**src/rtl/lsu_pkg.sv**
```systemverilog
// Shared types and constants for the load/store initiator: FSM states,
// RISC-V load/store funct3 codes and the data-memory port command codes.
package lsu_pkg;

  typedef enum logic [1:0] {
    ST_IDLE  = 2'd0,
    ST_READ  = 2'd1,
    ST_WRITE = 2'd2,
    ST_RESP  = 2'd3
  } lsu_state_e;

  localparam logic [2:0] F3_B  = 3'b000;
  localparam logic [2:0] F3_H  = 3'b001;
  localparam logic [2:0] F3_W  = 3'b010;
  localparam logic [2:0] F3_BU = 3'b100;
  localparam logic [2:0] F3_HU = 3'b101;

  localparam logic [2:0] MEM_NONE = 3'b000;
  localparam logic [2:0] MEM_LW   = 3'b101;
  localparam logic [2:0] MEM_SW   = 3'b100;

  // Stores only exist as B/H/W; the unsigned forms are load-only.
  function automatic logic f3_legal(input logic we, input logic [2:0] f3);
    case (f3)
      F3_B, F3_H, F3_W: f3_legal = 1'b1;
      F3_BU, F3_HU:     f3_legal = ~we;
      default:          f3_legal = 1'b0;
    endcase
  endfunction

endpackage

```
**src/rtl/lsu_lane_align.sv**
```systemverilog
// Byte-lane steering: load extraction with sign/zero extension, and the
// sub-word merge used for the read-modify-write of SB/SH.
module lsu_lane_align
  import lsu_pkg::*;
(
  input  logic [31:0] word,
  input  logic [1:0]  lane,
  input  logic [2:0]  funct3,
  input  logic [31:0] new_data,
  output logic [31:0] load_data,
  output logic [31:0] store_data
);

  logic [4:0]  shamt_s;
  logic [31:0] shifted_s;
  logic [31:0] mask_s;

  assign shamt_s   = {lane, 3'b000};
  assign shifted_s = word >> shamt_s;

  // Load extraction from the addressed lane.
  always_comb begin
    load_data = 32'h0000_0000;
    case (funct3)
      F3_B:    load_data = {{24{shifted_s[7]}}, shifted_s[7:0]};
      F3_H:    load_data = {{16{shifted_s[15]}}, shifted_s[15:0]};
      F3_W:    load_data = word;
      F3_BU:   load_data = {24'h00_0000, shifted_s[7:0]};
      F3_HU:   load_data = {16'h0000, shifted_s[15:0]};
      default: load_data = 32'h0000_0000;
    endcase
  end

  // Lane mask for the store merge; a word store replaces everything.
  always_comb begin
    mask_s = 32'hFFFF_FFFF;
    case (funct3)
      F3_B:    mask_s = 32'h0000_00FF;
      F3_H:    mask_s = 32'h0000_FFFF;
      default: mask_s = 32'hFFFF_FFFF;
    endcase
  end

  assign store_data = (word & ~(mask_s << shamt_s)) | ((new_data & mask_s) << shamt_s);

endmodule

```
**src/rtl/lsu_master.sv**
```systemverilog
// Load/store initiator between the MEM stage and a word-wide data memory.
// Build option LSU_MISALIGN_TRAP_EN: trap misaligned H/W instead of truncating the address.
module lsu_master
  import lsu_pkg::*;
#(
  parameter logic [31:0] BASE_ADDR = 32'h8000_0000,
  parameter int unsigned MEM_BYTES = 32'd32768
) (
  input  logic        clk,
  input  logic        rst,
  input  logic        req_valid_i,
  output logic        req_ready_o,
  input  logic        req_we_i,
  input  logic [2:0]  req_funct3_i,
  input  logic [31:0] req_addr_i,
  input  logic [31:0] req_wdata_i,
  output logic        resp_valid_o,
  output logic [31:0] resp_rdata_o,
  output logic        resp_err_o,
  output logic [2:0]  mem_read_o,
  output logic [2:0]  mem_write_o,
  output logic [31:0] mem_addr_o,
  input  logic [31:0] mem_rdata_i,
  output logic [31:0] mem_wdata_o
);

  lsu_state_e  state_r, next_s;
  logic        we_r;
  logic [2:0]  f3_r;
  logic [1:0]  lane_r;
  logic [31:0] word_addr_r, wdata_r;

  logic        ready_r, resp_valid_r, resp_err_r;
  logic [31:0] resp_rdata_r, mem_addr_r, mem_wdata_r;
  logic [2:0]  mem_read_r, mem_write_r;

  logic        size_h_s, size_w_s, in_range_s, align_err_s, req_err_s;
  logic [31:0] offset_s, addr_next_s, wdata_next_s, rdata_next_s;
  logic [1:0]  eff_lane_s;
  logic        err_next_s;
  logic [31:0] load_data_s, store_data_s;

  assign size_h_s   = (req_funct3_i[1:0] == 2'b01);
  assign size_w_s   = (req_funct3_i[1:0] == 2'b10);
  // Subtract first so an address below the base wraps high and fails the bound.
  assign offset_s   = req_addr_i - BASE_ADDR;
  assign in_range_s = (req_addr_i >= BASE_ADDR) && (offset_s < MEM_BYTES);

`ifdef LSU_MISALIGN_TRAP_EN
  assign align_err_s = (size_h_s & req_addr_i[0]) | (size_w_s & (req_addr_i[1:0] != 2'b00));
`else
  assign align_err_s = 1'b0;
`endif

  assign req_err_s = ~f3_legal(req_we_i, req_funct3_i) | ~in_range_s | align_err_s;

  // Effective lane with misaligned low bits dropped for H and W.
  always_comb begin
    eff_lane_s = req_addr_i[1:0];
    if (size_w_s) begin
      eff_lane_s = 2'b00;
    end else if (size_h_s) begin
      eff_lane_s = {req_addr_i[1], 1'b0};
    end else begin
      eff_lane_s = req_addr_i[1:0];
    end
  end

  lsu_lane_align u_align (
    .word       (mem_rdata_i),
    .lane       (lane_r),
    .funct3     (f3_r),
    .new_data   (wdata_r),
    .load_data  (load_data_s),
    .store_data (store_data_s)
  );

  // Next state plus the values the registered outputs take on entry to it.
  always_comb begin
    next_s       = state_r;
    addr_next_s  = word_addr_r;
    wdata_next_s = 32'h0000_0000;
    rdata_next_s = 32'h0000_0000;
    err_next_s   = 1'b0;
    case (state_r)
      ST_IDLE: begin
        addr_next_s  = {req_addr_i[31:2], 2'b00};
        wdata_next_s = req_wdata_i;
        if (req_valid_i) begin
          if (req_err_s) begin
            next_s     = ST_RESP;
            err_next_s = 1'b1;
          end else if (req_we_i && (req_funct3_i == F3_W)) begin
            next_s = ST_WRITE;
          end else begin
            next_s = ST_READ;
          end
        end else begin
          next_s = ST_IDLE;
        end
      end
      ST_READ: begin
        wdata_next_s = store_data_s;
        rdata_next_s = load_data_s;
        if (we_r) begin
          next_s = ST_WRITE;
        end else begin
          next_s = ST_RESP;
        end
      end
      ST_WRITE: next_s = ST_RESP;
      ST_RESP:  next_s = ST_IDLE;
      default:  next_s = ST_IDLE;
    endcase
  end

  // State register and request capture on the IDLE handshake.
  always_ff @(posedge clk) begin
    if (rst) begin
      state_r     <= ST_IDLE;
      we_r        <= 1'b0;
      f3_r        <= 3'b000;
      lane_r      <= 2'b00;
      word_addr_r <= 32'h0000_0000;
      wdata_r     <= 32'h0000_0000;
    end else begin
      state_r <= next_s;
      if ((state_r == ST_IDLE) && req_valid_i) begin
        we_r        <= req_we_i;
        f3_r        <= req_funct3_i;
        lane_r      <= eff_lane_s;
        word_addr_r <= {req_addr_i[31:2], 2'b00};
        wdata_r     <= req_wdata_i;
      end
    end
  end

  // Output registers, loaded from the state being entered.
  always_ff @(posedge clk) begin
    if (rst) begin
      ready_r      <= 1'b1;
      mem_read_r   <= MEM_NONE;
      mem_write_r  <= MEM_NONE;
      mem_addr_r   <= 32'h0000_0000;
      mem_wdata_r  <= 32'h0000_0000;
      resp_valid_r <= 1'b0;
      resp_err_r   <= 1'b0;
      resp_rdata_r <= 32'h0000_0000;
    end else begin
      ready_r      <= (next_s == ST_IDLE);
      mem_read_r   <= (next_s == ST_READ) ? MEM_LW : MEM_NONE;
      mem_write_r  <= (next_s == ST_WRITE) ? MEM_SW : MEM_NONE;
      mem_addr_r   <= ((next_s == ST_READ) || (next_s == ST_WRITE)) ? addr_next_s : 32'h0000_0000;
      mem_wdata_r  <= (next_s == ST_WRITE) ? wdata_next_s : 32'h0000_0000;
      resp_valid_r <= (next_s == ST_RESP);
      resp_err_r   <= (next_s == ST_RESP) & err_next_s;
      resp_rdata_r <= (next_s == ST_RESP) ? rdata_next_s : 32'h0000_0000;
    end
  end

  assign req_ready_o  = ready_r;
  assign mem_read_o   = mem_read_r;
  assign mem_write_o  = mem_write_r;
  assign mem_addr_o   = mem_addr_r;
  assign mem_wdata_o  = mem_wdata_r;
  assign resp_valid_o = resp_valid_r;
  assign resp_err_o   = resp_err_r;
  assign resp_rdata_o = resp_rdata_r;

endmodule

```
**config.mk**
```make
export PLATFORM = sky130hd
export DESIGN_NAME = lsu_master
export DESIGN_NICKNAME = d
export VERILOG_FILES = /design/src/rtl/lsu_pkg.sv /design/src/rtl/lsu_lane_align.sv /design/src/rtl/lsu_master.sv
export SDC_FILE = /design/constraint.sdc
export NUM_CORES = 1
export LEC_CHECK = 0
export BUFFER_PORTS_ARGS = -buffer_cell sky130_fd_sc_hd__buf_2
export CORE_MARGIN = 2
export CORE_UTILIZATION = 54
export CTS_BUF_LIST = sky130_fd_sc_hd__clkbuf_8
export DETAILED_ROUTE_END_ITERATION = 6
export GPL_ROUTABILITY_DRIVEN = 0
export PLACE_DENSITY = 0.95
export SYNTH_ARGS = -nofsm -noshare
export SYNTH_HDL_FRONTEND = slang
export SYNTH_SLANG_ARGS = --single-unit
```
**constraint.sdc**
```tcl
create_clock -name clk -period 3.5 [get_ports clk]
set_clock_uncertainty 0.15 [all_clocks]
set_input_delay 0.35 -clock clk [delete_from_list [all_inputs] [get_ports clk]]
set_output_delay 0.35 -clock clk [all_outputs]
set_load 0.05 [all_outputs]
```
# --- Word-level counts from Yosys, hierarchy flattened ---
# Cells that the tools add are included.
word_totals:
  register_bits: 173
  inputBits: 103
op_classes:
  add_sub_neg: 1
  n_lt_le_gt_ge: 2
  eq_ne: 16
  shifts: 3
  n_mux: 17
  n_bitwise: 13
  n_reduce_logical: 13
ops:
  columns: ["cell", "n"]
  rows:
  - ["32-bit case mux with 5 select lines", 1]
  - ["32-bit case mux with 2 select lines", 2]
  - ["32-bit bitwise AND", 2]
  - ["32-bit by 5-bit left shift with 32-bit output", 2]
  - ["32-bit greater-or-equal comparator (second input constant)", 1]
  - ["32-bit by 16-bit less-than comparator with 1-bit output (second input constant)", 1]
  - ["32-bit two-way mux", 1]
  - ["32-bit inverter", 1]
  - ["32-bit bitwise OR", 1]
  - ["32-bit by 5-bit right shift with 16-bit output", 1]
  - ["32-bit subtractor (second input constant)", 1]
  - ["3-bit equality test (second input constant)", 4]
  - ["2-bit equality test (second input constant)", 5]
  - ["2-bit two-way mux", 4]
  - ["2-bit case mux with 4 select lines", 1]
  - ["1-bit inverter", 7]
  - ["2-bit by 1-bit equality test with 1-bit output (second input constant)", 3]
  - ["3-bit by 1-bit equality test with 1-bit output (second input constant)", 2]
  - ["3-bit by 2-bit equality test with 1-bit output (second input constant)", 2]
  - ["3-bit zero test", 2]
  - ["3-bit two-way mux", 2]
  - ["2-bit OR reduction", 3]
  - ["3-bit OR reduction", 2]
  - ["1-bit two-way mux", 5]
  - ["other kinds (6)", 9]

# --- Logic depth before layout (Yosys ltp) ---
depth:
  ltp_word: 12
  mapped_depth: 17

# --- Cells and area by module ---
# Synthesis repeated with hierarchy kept, for this count alone.
hier_totals:
  cells_unflattened: 926
  hier_area_um2: 7848.8
modules_own_cells:
  columns: ["module", "n_inst", "cells_each", "area_per_inst_um2"]
  rows:
  - ["lsu_master", 1, 660, 6089.6]
  - ["lsu_lane_align", 1, 266, 1759.2]

# --- Least setup slack after synthesis ---
# No wires, ideal clock.
synth_timing:
  path_kind: "register to register"
  startpoint: "register state_r[0]"
  endpoint: "register mem_wdata_r[14] (netlist: mem_wdata_o[14])"
  setup_time_ps: 131
  arrival_time_ps: 2392
  t_required_ps: 3219
  setup_slack_ps: 827
  stages_incl_launch_ff: 18
  path_buffers: 5
  synth_period_minus_slack_ps: 2673
  path_cell_list: "dfxtp_1 -> inv_1 -> ha_1 -> buf_2 -> and2_1 -> clkbuf_1 -> or2_2 -> o41ai_2 -> inv_1 -> ha_1 -> nand2b_1 -> buf_2 -> inv_2 -> and2_1 -> buf_2 -> buf_2 -> nand2_1 -> o31ai_1"
synth_between:
  elab_chain_cells: 5
synth_lines:
  columns: ["element", "line_no", "rtl"]
  rows:
  - ["from (decl)", "lsu_master.sv:27", "lsu_state_e state_r, next_s;"]
  - ["from (signal assigned)", "lsu_master.sv:127", "state_r <= next_s;"]
  - ["2-bit equality test, or another cell as far along", "lsu_master.sv:85", "case (state_r)"]
  - ["2-bit case mux with 4 select lines (*)", "lsu_master.sv:85", null]
  - ["net next_s[1]", "lsu_master.sv:27", null]
  - ["2-bit equality test (*)", "lsu_master.sv:154", "mem_wdata_r <= (next_s == ST_WRITE) ? wdata_next_s : 32'h0000_0000;"]
  - ["1-bit inverter (no line) (*)", null, null]
  - ["2-bit OR reduction (no line) (*)", null, null]
  - ["to (signal assigned)", "lsu_master.sv:154", null]
  - ["to (decl)", "lsu_master.sv:34", "logic [31:0] resp_rdata_r, mem_addr_r, mem_wdata_r;"]
# The timed path passes the listed nets; every way through them passes the cells marked *.
# A chain may end at the register's enable or synchronous reset.

# --- Worst setup path after layout ---
layout_timing:
  startpoint: "input port req_addr_i[18]"
  endpoint: "register mem_wdata_r[15] (netlist: mem_wdata_o[15])"
layout_between:
  elab_chain_cells: 11
layout_lines:
  columns: ["element", "line_no", "rtl"]
  rows:
  - ["from (decl)", "lsu_master.sv:15", "input logic [31:0] req_addr_i,"]
  - ["32-bit subtractor", "lsu_master.sv:46", "assign offset_s = req_addr_i - BASE_ADDR;"]
  - ["32-bit by 16-bit less-than comparator with 1-bit output", "lsu_master.sv:47", "assign in_range_s = (req_addr_i >= BASE_ADDR) && (offset_s < MEM_BYTES);"]
  - ["1-bit logical AND (*)", "lsu_master.sv:47", null]
  - ["1-bit inverter (*)", "lsu_master.sv:55", "assign req_err_s = ~f3_legal(req_we_i, req_funct3_i) | ~in_range_s | align_err_s;"]
  - ["1-bit bitwise OR (*)", "lsu_master.sv:55", null]
  - ["2-bit two-way mux (*)", "lsu_master.sv:90", "if (req_err_s) begin"]
  - ["2-bit two-way mux (*)", "lsu_master.sv:89", "if (req_valid_i) begin"]
  - ["2-bit case mux with 4 select lines (*)", "lsu_master.sv:85", null]
  - ["net next_s[1]", "lsu_master.sv:27", null]
  - ["2-bit equality test (*)", "lsu_master.sv:154", null]
  - ["1-bit inverter (no line) (*)", null, null]
  - ["2-bit OR reduction (no line) (*)", null, null]
# Marked as above.

==> impl_results.md <==
- Clock share of power: 24.8%
- EDFF count, synth: 0
- RSZ-0062 raised after global routing: false
- Initial Utilization: 55.0%
- Worst-Skew Late Latency: 0.47 ns
- Row count: 42
- Ratio of cells with drive above 1 in the final layout: 25.2%
- Ys Warns: 0
- Psw: 0.00229 W
- Failing checks: design-rule violations
- Most common cell after layout, fill and taps aside: buf_2
- Flop pwr share: 40.5%
- Initial antenna violation count: 0
- Crit-path leading delay family: simple AND/OR/NAND/NOR gates
- Logic pwr share: 34.7%
- Final ANT Viol Nets: 0
- Multi-input gate area: 3480 µm²
- Crit-path most repeated cell: nand2_1
- Leak: 4.14 nW
- Max-slew violations: 0
- Worst vdd ir: 0.480 mV
- Area Growth Syn to Fin: 29.5%
- Internal power: 0.00334 W
- Num ports: 208
- PD cells: 602 nW/µm²
- Cells along the critical path: dlygate4sd3_1 -> buf_2 -> nor4_1 -> nand2_1 -> o41ai_2 -> inv_1 -> ha_1 -> nand2b_1 -> inv_2 -> and2_1 -> nand2_1 -> o31ai_1
- Worst setup margin: 0.0694 ns
- Die Y: 120 µm
- Worst EP required: 3.68 ns
- N_diodes: 0
- Clk root buf: clkbuf_8
- Worst path slowest cell: nor4_1
- CP bufs+invs: 4
- CTS tree: done
- Switching Share: 40.8%
- Clock-pin slew on the worst setup and hold paths: 0.10 ns
- Core box area: 13,100 µm²
- Max Cap Violations: 0
- Via-per-instance ratio: 5.96
- # setup viols final: 0
- Synthesized area per cell: 8.54 µm²
- First-pass GRT wire length: 37.5 mm
- Worst slew pin tran: 0.759 ns
- DIE WIDTH: 120 µm
- Fin crit share: 98.0%
- Crit Path Class: in -> reg
- FFs w/ async S/R, synth: 0%
- Syn Inst Count: 846
- Status: finished, violations left
- CTS Buf Count: 17
- DIE AREA: 14,300 µm²
- Min cycle time layout: 3.43 ns
- Clock sinks: 169
- Most frequent cells in the layout: buf_2, nand2_1, dfxtp_1
- Total GRT Usage: 33.5%
- Register area: 3380 µm²
- # port buffers: 202
- Critical Path Source Type: primary input
- H-tree levels: 4
- Final layout net count: 1,199
- Hold Vio Cnt, Final: 0
- Hold crit path type: in -> reg
- Starting DRC count in detailed routing: 1,173
- Count of state elements after synthesis: 169
- DRC errors left: 4
- Ys flop type: dfxtp_1
- Max stage delay on crit path: 0.62 ns
- Final total negative setup slack: 0 ns
- Total grt overflow: 0
- Avg WL per Cell: 19.0 µm
- Wirelength, routed: 24.2 mm
- Post-synth cell types: 53
- Pre-CTS setup slack: 0.0846 ns
- FMAX: 291 MHz
- Filler cell count: 928
- Clock Path Buffers: 2
- Dpl hpwl: 15.2 mm
- Slew headroom: 49.4%
- Crit end category: flop
- First-pass DRT Iterations: 7
- Vias: 7,607
- Crit path DAT: 3.61 ns
- Netlist Area Pre-Place: 7220 µm²
- Final Util: 71.2%
- Largest net degree at the start of global routing: 68
- Seq/Total Area, Yosys: 46.9%
- Worst Path Max Fanout: 16
- Vias in the first global route: 7,248
- Post-CTS setup buffers: 0
## final cells by class
cell class	count	share of cell area, %
multi-input combinational	604	37.2
sequential	169	36.2
timing repair buffer	289	19.8
clock buffer	17	2.50
tap	176	2.35
clock inverter	14	1.62
inverter	8	0.321
## power by group through the flow
stage          registers [W]  logic (W)  clock network [W]
2_1_floorplan        0.00273   0.000941                  0
3_3_place_gp         0.00230    0.00178                  0
3_5_place_dp         0.00231    0.00182                  0
4_1_cts              0.00227    0.00190            0.00140
5_1_grt              0.00230    0.00207            0.00148
6_report             0.00228    0.00195            0.00140
## cell usage after synthesis (all sizes together), types with 2 or more instances
cell type	number	area, µm²
a22o	14	123
o31ai	8	60.1
o22ai	8	50.1
mux2i	41	410
ha	7	87.6
buf	40	236
a221oi	8	70.1
clkbuf	29	109
a222oi	8	80.1
nor4	3	18.8
inv	8	30.0
a21o	3	22.5
mux2	23	278
or2	3	18.8
o21ai	29	145
nand2	201	754
nor2	46	183
a22oi	18	135
and2	2	12.5
a21oi	115	576
nand4	2	12.5
or3	8	50.1
nor3b	2	20.0
nor3	10	66.3
dfxtp	169	3380
nor2b	10	70.1
nand2b	19	119
## sequential cells by signal, summed over array words and instances, names as in the netlist
name / flops
mem_wdata_o: 32
mem_read_o: 1
req_ready_o: 1
resp_err_o: 1
mem_addr_o: 30
f3_r: 3
lane_r: 2
mem_write_o: 1
resp_valid_o: 1
word_addr_r: 30
resp_rdata_o: 32
we_r: 1
state_r: 2
wdata_r: 32
## per-layer routing
layer | GRT usage, % | share of wire (%)
met5 | 0 | 0
met1 | 40.1 | 37
met3 | 9.98 | 11
met4 | 16.8 | 4.4
met2 | 54.6 | 47
## worst register-to-register path, cell delays in order (launching register included)
cell      delay, ns
dfxtp_1        0.34
inv_1          0.06
ha_2           0.21
buf_4          0.25
o31a_1         0.34
o21ai_1        0.21
ha_1           0.23
nand2b_1       0.08
inv_2          0.08
and2_1         0.50
nand2_1        0.18
o31ai_1        0.13
## logic make-up (layout without fill, tap and decap cells)
kind of cell | Yosys count | after routing | synth area share (%)
fa+ha+maj | 7 | 7 | 1.21
mux | 64 | 64 | 9.53
flops | 169 | 169 | 46.9
simple gates | 309 | 309 | 18.7
other cells | 1 | 5 | 0.0519
buf+inv | 77 | 328 | 5.20
compound gates | 219 | 219 | 18.5
## path summary, 6_finish.rpt
path	from	to	slack [ns]	cells past startpoint
min	mem_rdata_i[28]	resp_rdata_o[28]$_SDFF_PP0_	0.03	3
min reg2reg	wdata_r[25]$_SDFFE_PP0P_	wdata_r[25]$_SDFFE_PP0P_	0.31	2
max reg2reg	state_r[0]$_SDFF_PP0_	mem_wdata_o[15]$_SDFF_PP0_	0.63	11
max	req_addr_i[18]	mem_wdata_o[15]$_SDFF_PP0_	0.07	12
## per-stage QoR
| step | instance area, µm² | hold WS, ns | power, W | std cells |
|---|---|---|---|---|
| 2_1_floorplan | 7240 | 0.286 | 0.00367 | 850 |
| 3_3_place_gp | 8230 | 0.291 | 0.00409 | 1172 |
| 3_5_place_dp | 8230 | 0.296 | 0.00413 | 1172 |
| 4_1_cts | 9350 | 0.00476 | 0.00556 | 1277 |
| 5_1_grt | 9350 | 0.0145 | 0.00585 | 1277 |
| 6_report | 9350 | 0.0279 | 0.00563 | 1277 |
## repair_timing
action | CTS | global route
hold buffers | 74 | 0
endpoints found under the setup margin | 0 | 30
resized for setup | 0 | 1
hold endpoints to repair | 104 | 0
Note: power is estimated with default switching activity, not from simulation.
